### src/rtl/cmp_pkg.sv
// rtl/cmp_pkg.sv - shared FSM encoding, result-flag indices and sizing helper for seq_magnitude_comparator
package cmp_pkg;

  typedef enum logic [1:0] {
    ST_IDLE    = 2'd0,
    ST_COMPARE = 2'd1,
    ST_DONE    = 2'd2
  } state_e;

  localparam int FLAG_EQ = 0;
  localparam int FLAG_GT = 1;
  localparam int FLAG_LT = 2;
  localparam int FLAG_W  = 3;

  // A single-beat compare still carries a one-bit counter so the datapath stays uniform
  function automatic int cnt_width(input int n);
    return (n > 1) ? $clog2(n) : 1;
  endfunction

endpackage

### src/rtl/chunk_cmp.sv
// rtl/chunk_cmp.sv - combinational compare of one operand chunk pair
// SIGNED_CMP_EN: the MSB chunk treats its top bit as a two's-complement sign.
module chunk_cmp #(
  parameter int CHUNK_W = 4
) (
  input  logic [CHUNK_W-1:0] a,
  input  logic [CHUNK_W-1:0] b,
  input  logic               is_msb,
  output logic               c_eq,
  output logic               c_gt
);

  always_comb begin
    c_eq = (a == b);
`ifdef SIGNED_CMP_EN
    // Differing signs decide outright; equal signs order correctly as unsigned
    if (is_msb && (a[CHUNK_W-1] != b[CHUNK_W-1])) begin
      c_gt = b[CHUNK_W-1];
    end else begin
      c_gt = (a > b);
    end
`else
    c_gt = (a > b);
`endif
  end

`ifndef SIGNED_CMP_EN
  logic unused_is_msb;
  assign unused_is_msb = is_msb;
`endif

endmodule

### src/rtl/seq_magnitude_comparator.sv
// rtl/seq_magnitude_comparator.sv - MSB-first streamed A/B magnitude compare with registered eq/gt/lt handshake
// SIGNED_CMP_EN selects two's-complement ordering of the full operand (handled inside chunk_cmp).
module seq_magnitude_comparator
  import cmp_pkg::*;
#(
  parameter int CHUNK_W    = 4,
  parameter int NUM_CHUNKS = 2
) (
  input  logic               clk,
  input  logic               rst_n,
  input  logic               clr,
  input  logic               in_valid,
  output logic               in_ready,
  input  logic [CHUNK_W-1:0] in_a,
  input  logic [CHUNK_W-1:0] in_b,
  output logic               res_valid,
  input  logic               res_ready,
  output logic               eq,
  output logic               gt,
  output logic               lt
);

  localparam int              CNT_W    = cnt_width(NUM_CHUNKS);
  localparam logic [CNT_W-1:0] LAST_IDX = CNT_W'(NUM_CHUNKS - 1);

  state_e             state_q, state_d;
  logic [CNT_W-1:0]   cnt_q, cnt_d;
  logic               decided_q, decided_d;
  logic               gt_r_q, gt_r_d;
  logic               lt_r_q, lt_r_d;
  logic               res_valid_q, res_valid_d;
  logic [FLAG_W-1:0]  flags_q, flags_d;

  logic beat;
  logic is_msb;
  logic last_beat;
  logic c_eq;
  logic c_gt;
  logic dec_next;
  logic gt_next;
  logic lt_next;

  assign in_ready  = (state_q != ST_DONE);
  assign beat      = in_valid & in_ready;
  assign is_msb    = (cnt_q == '0);
  assign last_beat = (cnt_q == LAST_IDX);

  chunk_cmp #(
    .CHUNK_W (CHUNK_W)
  ) u_chunk_cmp (
    .a      (in_a),
    .b      (in_b),
    .is_msb (is_msb),
    .c_eq   (c_eq),
    .c_gt   (c_gt)
  );

  // The first differing chunk (MSB first) fixes the ordering; later chunks only advance the count
  always_comb begin
    dec_next = decided_q;
    gt_next  = gt_r_q;
    lt_next  = lt_r_q;
    if (beat && !decided_q && !c_eq) begin
      dec_next = 1'b1;
      gt_next  = c_gt;
      lt_next  = !c_gt;
    end
  end

  always_comb begin
    state_d     = state_q;
    cnt_d       = cnt_q;
    decided_d   = decided_q;
    gt_r_d      = gt_r_q;
    lt_r_d      = lt_r_q;
    res_valid_d = res_valid_q;
    flags_d     = flags_q;

    if (clr) begin
      state_d     = ST_IDLE;
      cnt_d       = '0;
      decided_d   = 1'b0;
      gt_r_d      = 1'b0;
      lt_r_d      = 1'b0;
      res_valid_d = 1'b0;
      flags_d     = '0;
    end else begin
      case (state_q)
        ST_IDLE, ST_COMPARE: begin
          if (beat) begin
            if (last_beat) begin
              // Latches are rearmed here so the next compare starts undecided
              state_d          = ST_DONE;
              cnt_d            = '0;
              decided_d        = 1'b0;
              gt_r_d           = 1'b0;
              lt_r_d           = 1'b0;
              res_valid_d      = 1'b1;
              flags_d[FLAG_EQ] = !dec_next;
              flags_d[FLAG_GT] = gt_next;
              flags_d[FLAG_LT] = lt_next;
            end else begin
              state_d   = ST_COMPARE;
              cnt_d     = cnt_q + CNT_W'(1);
              decided_d = dec_next;
              gt_r_d    = gt_next;
              lt_r_d    = lt_next;
            end
          end
        end
        ST_DONE: begin
          if (res_valid_q && res_ready) begin
            state_d     = ST_IDLE;
            res_valid_d = 1'b0;
            flags_d     = '0;
          end
        end
        default: begin
          state_d     = ST_IDLE;
          cnt_d       = '0;
          decided_d   = 1'b0;
          gt_r_d      = 1'b0;
          lt_r_d      = 1'b0;
          res_valid_d = 1'b0;
          flags_d     = '0;
        end
      endcase
    end
  end

  always_ff @(posedge clk or negedge rst_n) begin
    if (!rst_n) begin
      state_q     <= ST_IDLE;
      cnt_q       <= '0;
      decided_q   <= 1'b0;
      gt_r_q      <= 1'b0;
      lt_r_q      <= 1'b0;
      res_valid_q <= 1'b0;
      flags_q     <= '0;
    end else begin
      state_q     <= state_d;
      cnt_q       <= cnt_d;
      decided_q   <= decided_d;
      gt_r_q      <= gt_r_d;
      lt_r_q      <= lt_r_d;
      res_valid_q <= res_valid_d;
      flags_q     <= flags_d;
    end
  end

  assign res_valid = res_valid_q;
  assign eq        = flags_q[FLAG_EQ];
  assign gt        = flags_q[FLAG_GT];
  assign lt        = flags_q[FLAG_LT];

endmodule

### config.mk
export PLATFORM = sky130hd
export DESIGN_NAME = seq_magnitude_comparator
export DESIGN_NICKNAME = d
export VERILOG_FILES = /design/src/rtl/cmp_pkg.sv /design/src/rtl/chunk_cmp.sv /design/src/rtl/seq_magnitude_comparator.sv
export SDC_FILE = /design/constraint.sdc
export NUM_CORES = 1
export LEC_CHECK = 0
export BUFFER_PORTS_ARGS = -buffer_cell sky130_fd_sc_hd__buf_4
export CAP_MARGIN = 20
export CORE_MARGIN = 2
export CORE_UTILIZATION = 44
export DETAILED_ROUTE_END_ITERATION = 8
export PLACE_DENSITY = 0.79
export SETUP_SLACK_MARGIN = 0.1
export SLEW_MARGIN = 20
export SYNTH_ARGS = -nofsm -noshare
export SYNTH_HDL_FRONTEND = slang
export SYNTH_HIERARCHICAL = 1
export SYNTH_SLANG_ARGS = --single-unit
### constraint.sdc
create_clock -name clk -period 1.6 [get_ports clk]
set_clock_uncertainty 0.1 [all_clocks]
set_input_delay 0.32 -clock clk [delete_from_list [all_inputs] [get_ports clk]]
set_output_delay 0.32 -clock clk [all_outputs]
set_load 0.05 [all_outputs]
# Word level (Yosys, flattened, before mapping)
# Cells that the tools add are included.
# Widths: inputs -> output; s select.
[totals]
input_bits = 13
wordCells = 64
reg_bits = 10
[classes]
n_addsub = 1
n_mux = 34
magnitude_cmp = 1
n_eq_ne = 8
reduce_logical = 12
bitwise = 1
[op_table]
columns = ["op", "n"]
rows = [
  ["$mux 1", 19],
  ["$mux 3", 4],
  ["$pmux 1 s2", 5],
  ["$ne 3x3->1 const B", 3],
  ["$mux 2", 4],
  ["$pmux 3 s2", 1],
  ["$eq 4x4->1", 1],
  ["$gt 4x4->1", 1],
  ["$logic_not 1->1", 4],
  ["$ne 2x2->1 const B", 2],
  ["$pmux 2 s2", 1],
  ["$reduce_and 2->1", 2],
  ["$logic_and 1x1->1", 3],
  ["$reduce_and 3->1", 1],
  ["$eq 2x1->1 const B", 1],
  ["$eq 2x2->1 const B", 1],
  ["$logic_not 2->1", 1],
  ["$reduce_or 2->1", 1],
  ["$add 1x1->1 const B", 1],
  ["$and 1x1->1", 1],
]

# Depth between registers and ports, before layout
# Gate-level depths: netlist of run 1.
[depth]
word_depth = 10
mapped_depth = 8

# Modules after synthesis
# Netlist of run 1, hierarchy kept.
[by_module_without_submodules]
columns = ["module", "instances", "cells_each", "seq_area_each_um2", "area_each_um2"]
rows = [
  ["seq_magnitude_comparator", 1, 54, 250.2, 510.5],
  ["chunk_cmp", 1, 13, 0.0, 108.9],
]

# Worst setup path before layout of run 1
# Ideal clock, no wire load.
[synth_timing]
kind = "input-to-reg"
start = "input port in_b[3]"
end = "register flags_q[1]"
setup_ns = 0.126
setup_slack_ns = -0.421
t_arrival_ns = 1.795
stages = 6
path_cell_list = "inv_1 -> ha_1 -> and4_1 -> or4b_1 -> buf_2 -> a221o_1"
[synth_between]
elab_chain_cells = 8
word_cells_on_any_way = 9
[synth_lines]
columns = ["element", "line", "rtl"]
rows = [
  ["start: declaration", "seq_magnitude_comparator.sv:15", "input logic [CHUNK_W-1:0] in_b,"],
  ["$eq 4x4->1", "chunk_cmp.sv:14", "c_eq = (a == b);"],
  ["net c_eq", "seq_magnitude_comparator.sv:37", "logic c_eq;"],
  ["$logic_not 1->1", "seq_magnitude_comparator.sv:63", "if (beat && !decided_q && !c_eq) begin"],
  ["$logic_and 1x1->1", "seq_magnitude_comparator.sv:63", ""],
  ["$mux 1", "seq_magnitude_comparator.sv:63", ""],
  ["$mux 3", "seq_magnitude_comparator.sv:91", "if (last_beat) begin"],
  ["$mux 3", "seq_magnitude_comparator.sv:90", "if (beat) begin"],
  ["$pmux 3 s2", "seq_magnitude_comparator.sv:88", "case (state_q)"],
  ["$mux 3", "seq_magnitude_comparator.sv:79", "if (clr) begin"],
  ["end signal: assignment", "seq_magnitude_comparator.sv:147", "flags_q <= flags_d;"],
  ["end: declaration", "seq_magnitude_comparator.sv:32", "logic [FLAG_W-1:0] flags_q, flags_d;"],
]
# The timed path passes the listed nets, and every way through them passes these cells. The select of a mux whose other input is x is not followed.
# A chain may end at the register's enable or synchronous reset.

# Worst setup path after layout of run 1
[layout_timing]
start = "input port in_b[1]"
end = "register flags_q[2]"
# The elaborated chain is that of the path after synthesis.

==> qor.csv, run 1 <==
stage;metric;value;unit
outcome;status;finished with violations;
outcome;failed_checks;setup timing;
power;power_frac_comb;0.305;
synth;netlist_instances;67;
power;p_clk_frac;0.308;
clock_tree;clock-sinks;10;
placement;placed_cell_area;882.1;um^2
power;cellPowerDensity;746.5;nW/um^2
worst_setup_path;startpoint_type;primary input;
worst_setup_path;crit_fanout;6;
floorplanning;fp-row-count;13;
timing;period_share;1.012;
worst_setup_path;crit_type;in2reg;
flow_run;drv_cap;0;
synth;syn_area;619.3;um^2
timing;rsz0062_at_grt;true;
synth;synth_largest_area_cell;dfrtp_1;
worst_setup_path;r2r-end;flags_q[2]$_DFFE_PN0P_;
synth;seq_area_frac_synth;0.4040;
global_route;grt_pass1_wl;2394;um
drt;vias;596;
global_route;grt_pass1_vias;555;
timing;layout_min_cycle_time;1.618;ns
drt;drt_iter0_drc;8;
power;seqPwrFrac;0.387;
floorplanning;design.core.area;1301;um^2
drt;remaining_drc_errors;0;
finish;nFillCells;95;
synth;synth.ff_latch_count;10;
finish;final_common_cell;buf_4;
worst_setup_path;cp-end-kind;register;
worst_setup_path;cp.required;1.66;ns
synth;synthTopCellsByArea;dfrtp_1 40%, ha_1 8.1%, nor2_1 6.7%, inv_1 4.8%, a221o_1 3.2%;
global_route;overflow;0;
hold_path;min_from;clr;
global_route;grt_max_degree;11;
floorplanning;io_pins;18;
worst_setup_path;r2r_slack;0;ns
timing;slew_violations;0;
finish;syn2layout_area_growth;58.38;%
clock_tree;cts_tree;yes;
synth;synth_fp_nets;84;
drt;ant_nets;0;
power;switchingPower;0.2110;mW
timing;hold_viol;0;
clock_tree;clk_latency;0.27;ns
power;intPower;0.5213;mW
finish;final_cell_mix;22 x buf_4, 11 x nor2_1, 10 x dfrtp_1, 4 x ha_4;
power;peakVddDrop;0.5390;mV
finish;ff_latch_area;250.2;um^2
drt;wl;1448;um
synth;synth_top_area_frac;0.4040;
timing;max_freq;617.9;MHz
floorplanning;die_w;41.52;um
synth;synth.avg_cell_area;9.244;um^2
hold_path;hold_class;in2reg;
timing;setup_slack;-0.01841;ns
floorplanning;die_h;41.52;um
drt;viasPerCell;5.321;
hold_path;whs_endpoint;flags_q[0]$_DFFE_PN0P_;
placement;io_buffers;17;
drt;wl_per_cell;12.93;um
hold_path;whs_path_depth;2;
timing;finalSetupViolations;2;
placement;place.gp.congestion;0.8045;
placement;dp_hpwl;1075;um
worst_setup_path;crit_arrival;1.68;ns
clock_tree;cts_made_buffers;3;
timing;max_slew_margin;0.8579;
power;swShare;0.2881;
floorplanning;start_util;0.4760;
synth;synth.distinct_cells;29;
worst_setup_path;r2r_cells;3;
finish;drive_above_1_share;0.4948;
power;power;0.7322;mW
clock_tree;clkTransAtPathRegs;0.07;ns
floorplanning;die-area;1724;um^2
global_route;antenna_found_initial;0;
finish;diodes;0;
finish;stdcell_area;980.9;um^2
power;leakage;0.4734;nW
finish;multiInputGateArea;386.6;um^2
worst_setup_path;r2r_start;state_q[1]$_DFFE_PN0P_;
clock_tree;root_buffer;clkbuf_4;
finish;final_core_util;0.7538;
timing;tightest_slew;0.2114;ns
drt;firstDrtPassIters;4;
global_route;grt_usage;0.1891;
finish;fin_nets;115;
clock_tree;clk_path_buf_depth;2;
clock_tree;cts_max_level;1;
synth;yosys_warnings;6;
[cell usage after synthesis, drive strengths merged]
cell type   n
clkbuf      1
nand4b      1
and3        2
a22o        1
nor2b       2
nor3        3
buf         1
a21oi       2
a22oi       1
nand2       2
nor2       11
o21bai      1
inv         8
and4        1
dfrtp      10
nand3       2
o31ai       1
o211ai      1
or4b        1
o22a        1
a2bb2oi     2
ha          4
a221o       2
o21ai       3
a21bo       1
a21o        1
and2        1
[sequential cells by signal (all words and copies together), names as in the netlist]
name / flops
gt_r_q: 1
lt_r_q: 1
decided_q: 1
flags_q: 3
state_q: 2
res_valid: 1
cnt_q: 1
[worst max path at each step]
stage                 start                     end  slack, ns  depth (start not counted)
CTS                 in_b[1]  flags_q[2]$_DFFE_PN0P_     -0.004                          6
finish              in_b[1]  flags_q[2]$_DFFE_PN0P_      -0.02                          6
detailed placement  in_b[1]  flags_q[2]$_DFFE_PN0P_      -0.50                          6
global placement    in_b[1]  flags_q[2]$_DFFE_PN0P_      -0.46                          6
floorplan           in_b[1]  flags_q[1]$_DFFE_PN0P_      -0.34                          6
global route        in_b[1]  flags_q[1]$_DFFE_PN0P_      -0.03                          6
[power by group through the flow]
stage	Combinational, mW	Sequential [mW]	Clock, mW
2_1_floorplan	0.108	0.301	0
3_3_place_gp	0.194	0.287	0
3_5_place_dp	0.198	0.288	0
4_1_cts	0.219	0.283	0.228
5_1_grt	0.244	0.285	0.245
6_report	0.223	0.284	0.225
[metal layers]
| layer | wire length [um] | global-route usage |
|---|---|---|
| met5 | 0 | 0 |
| met2 | 695 | 0.3031 |
| met1 | 643 | 0.2219 |
| met4 | 25 | 0.07742 |
| met3 | 83 | 0.07826 |
[area by class of cell]
cell class | instances | share of cell area
well taps | 15 | 0.01913
repair buffers | 28 | 0.2436
flip-flops and latches | 10 | 0.2551
inverters | 8 | 0.05102
clock buffers | 4 | 0.03699
multi-input cells | 47 | 0.3941
[critical path, cell delays in order]
cell and delay (ns):
buf_8 0.11, inv_12 0.04, ha_4 0.18, and4_4 0.19, or4b_4 0.53, a221o_1 0.31
[cell families after synthesis]
logic type / synth area share
adders and majority gates: 0.08081
AOI/OAI and AO/OA: 0.2222
and+or+nand+nor: 0.2303
DFF: 0.4040
buffers and inverters: 0.06261
[repair_timing]
item	CTS	global route
cloned	0	0
buffers inserted	2	0
setup endpoints to repair	5	5
hold buffers	1	0
endpoints found under the hold margin	10	0
gates resized for setup	11	3
pin swaps	6	0
[metrics by stage]
step | cells | setup slack [ns] | hold WS (ns) | TNS (ns)
6_report | 112 | -0.01841 | 0.1433 | -0.03361
5_1_grt | 112 | -0.03186 | 0.1311 | -0.06198
4_1_cts | 112 | -0.003672 | 0.1383 | -0.003812
3_5_place_dp | 105 | -0.4951 | 0.05205 | -1.761
3_3_place_gp | 105 | -0.4552 | 0.05205 | -1.609
2_1_floorplan | 67 | -0.3352 | -0.07559 | -1.067
No activity file was read; power rests on OpenSTA's default activity.
==> inputs of run 2 (changes only) <==
--- a/config.mk
+++ b/config.mk
@@ -5,9 +5,9 @@
 export SDC_FILE = /design/constraint.sdc
 export NUM_CORES = 1
 export LEC_CHECK = 0
+export ABC_CLOCK_PERIOD_IN_PS = 1600
 export BUFFER_PORTS_ARGS = -buffer_cell sky130_fd_sc_hd__buf_4
 export CAP_MARGIN = 20
-export CORE_MARGIN = 2
 export CORE_UTILIZATION = 44
 export DETAILED_ROUTE_END_ITERATION = 8
 export PLACE_DENSITY = 0.79
==> run 2 against run 1 <==
  * The run still ends with setup timing left
  * Die area decreased by 9.4%
  * Total power increased by 0.81%
  * Critical path depth unchanged
  * Critical endpoint unchanged
  * Flip-flop and latch count unchanged
  * Register-to-register slack got worse by 0.02 ns
  * Sequential share of layout area decreased by 0.38 points
  * Sequential power about the same
  * Global-route usage increased by 6.4 points
  * Clock power about the same
  * Setup slack got worse by 0.0082 ns
==> qor.csv, run 2 (same netlist as run 1, synthesis figures left out) <==
stage;metric;value;unit;change
clock_tree;clk_latency;0.26;ns;about the same
floorplanning;die-area;1561;um^2;-9.4%
finish;drive_above_1_share;0.5052;;+0.01031
finish;diodes;0;;unchanged
worst_setup_path;startpoint_type;primary input;;
global_route;overflow;0;;unchanged
drt;wl_per_cell;13.71;um;+6.1%
timing;period_share;1.017;;+0.005141
drt;vias;611;;+2.5%
floorplanning;die_h;39.52;um;-4.8%
floorplanning;design.core.area;1301;um^2;unchanged
placement;dpl.cell_count;105;;unchanged
outcome;status;finished with violations;;
floorplanning;start_util;0.4760;;unchanged
finish;final_cell_mix;21 x buf_4, 11 x nor2_1, 10 x dfrtp_1, 4 x buf_6, 4 x ha_4;;
timing;fin_hold_ws;0.1500;ns;+0.006786 ns
power;cellPowerDensity;741.2;nW/um^2;-0.71%
finish;fin_nets;115;;unchanged
floorplanning;io_pins;18;;unchanged
timing;hold_viol;0;;unchanged
drt;firstDrtPassIters;7;;+3
clock_tree;cts_made_buffers;3;;unchanged
clock_tree;cts_tree;yes;;
power;peakVddDrop;0.4930;mV;-8.5%
drt;wl;1536;um;+6.1%
clock_tree;clkTransAtPathRegs;0.07;ns;about the same
flow_run;drv_cap;0;;unchanged
floorplanning;fp-row-count;13;;unchanged
hold_path;hold_class;in2reg;;
finish;top_regs;flags_q x3, state_q x2;;
timing;rsz0062_at_grt;true;;
floorplanning;die_w;39.52;um;-4.8%
global_route;grt_usage;0.2530;;+0.06386
worst_setup_path;cp-end-kind;register;;
finish;syn2layout_area_growth;60.81;%;
worst_setup_path;path_cells;buf_6 -> inv_4 -> ha_4 -> and4_4 -> or4b_4 -> a221o_1;;
finish;final_common_cell;buf_4;;
placement;dp_hpwl;1258;um;+17%
power;leakage;0.4756;nW;+0.45%
worst_setup_path;crit_type;in2reg;;
worst_setup_path;cp.required;1.65;ns;about the same
finish;instances_no_fill;112;;unchanged
timing;setup_slack;-0.02664;ns;-0.008226 ns
timing;finalSetupViolations;2;;unchanged
clock_tree;clk_path_buf_depth;2;;unchanged
worst_setup_path;crit_fanout;6;;unchanged
finish;top_register;flags_q;;
timing;max_freq;614.8;MHz;-0.51%
drt;viasPerCell;5.455;;+2.5%
global_route;grt_pass1_wl;2477;um;+3.5%
timing;layout_min_cycle_time;1.627;ns;+0.008226 ns
drt;remaining_drc_errors;0;;unchanged
finish;largest_reg_flops;3;;unchanged
outcome;failed_checks;setup timing;;
drt;drt_iter0_drc;7;;-1
clock_tree;root_buffer;clkbuf_4;;
placement;io_buffers;17;;unchanged
global_route;antenna_found_initial;0;;unchanged
worst_setup_path;slowest_stage;or4b_4;;
clock_tree;clock-sinks;10;;unchanged
drt;ant_nets;0;;unchanged
timing;slew_violations;0;;unchanged
worst_setup_path;crit_arrival;1.67;ns;about the same
timing;tightest_slew;0.2093;ns;-0.002042 ns
global_route;grt_pass1_vias;565;;+1.8%
timing;setup-tns-final;-0.03637;ns;-0.002759 ns
clock_tree;cts_max_level;1;;unchanged
timing;max_slew_margin;0.8593;;+0.001373
worst_setup_path;timing.critical_path.slowest_cell_delay;0.52;ns;about the same
global_route;grt_max_degree;11;;unchanged
placement;place.gp.congestion;0.8094;;+0.61%
run 2: cell count changes in the layout (fill, tap and decap cells not counted):
cell / change
o21bai_4: +1
o21bai_1: -1
buf_6: +1
buf_4: -1
run 2: critical path: cells and delay by family:
kind,cells,cell delay [ns]
buffers and inverters,2,0.15
adders and majority gates,1,0.20
and+or+nand+nor,2,0.70
AOI/OAI and AO/OA,1,0.32
run 2: worst paths after layout:
path,end,slack [ns],startpoint,cells past startpoint
max,flags_q[2]$_DFFE_PN0P_,-0.03,in_b[2],6
min,flags_q[0]$_DFFE_PN0P_,0.15,clr,2
max reg2reg,flags_q[2]$_DFFE_PN0P_,-0.02,state_q[1]$_DFFE_PN0P_,3
min reg2reg,lt_r_q$_DFFE_PN0P_,0.39,lt_r_q$_DFFE_PN0P_,1
max in group asynchronous,decided_q$_DFFE_PN0P_,0.94,rst_n,2
min in group asynchronous,gt_r_q$_DFFE_PN0P_,0.32,rst_n,2
run 2: layer usage:
| metal | share of wire | vias to the layer above | track usage | wire length [um] |
|---|---|---|---|---|
| li1 | - | 297 | - | - |
| met1 | 0.40 | 288 | 0.2724 | 613 |
| met2 | 0.52 | 22 | 0.4303 | 804 |
| met3 | 0.053 | 4 | 0.09091 | 81 |
| met4 | 0.023 | 0 | 0.1207 | 36 |
| met5 | 0 | - | 0 | 0 |
run 2: what timing repair did:
item / 4_1_cts / 5_1_grt
gates resized for setup: 15 / 1
endpoints found under the setup margin: 5 / 5
hold endpoints to repair: 10 / 0
setup buffers: 2 / 0
hold buffers: 1 / 0
pin swaps: 7 / 0
run 2: layout make-up:
type                    count  area, um^2
well taps                  15       18.77
repair buffers             28       242.7
fillers                    85       305.3
flip-flops and latches     10       250.2
inverters                   8       50.05
clock buffers               4       36.28
multi-input cells          47       397.9
run 2: stage by stage:
stage	setup WS, ns	power [mW]	area (um^2)	util
2_1_floorplan	-0.3352	0.4085	690.7	-
3_3_place_gp	-0.4542	0.4813	882.1	0.6779
3_5_place_dp	-0.5068	0.4920	882.1	0.6779
4_1_cts	-0.02481	0.7409	993.5	0.7635
5_1_grt	-0.03379	0.7943	996.0	0.7654
6_report	-0.02664	0.7382	996.0	0.7654
run 2: power breakdown:
group / switching, mW / internal (mW) / leakage, nW
Sequential: 0.0139 / 0.270 / 0.135
Combinational: 0.114 / 0.118 / 0.319
Clock: 0.0841 / 0.138 / 0.0210
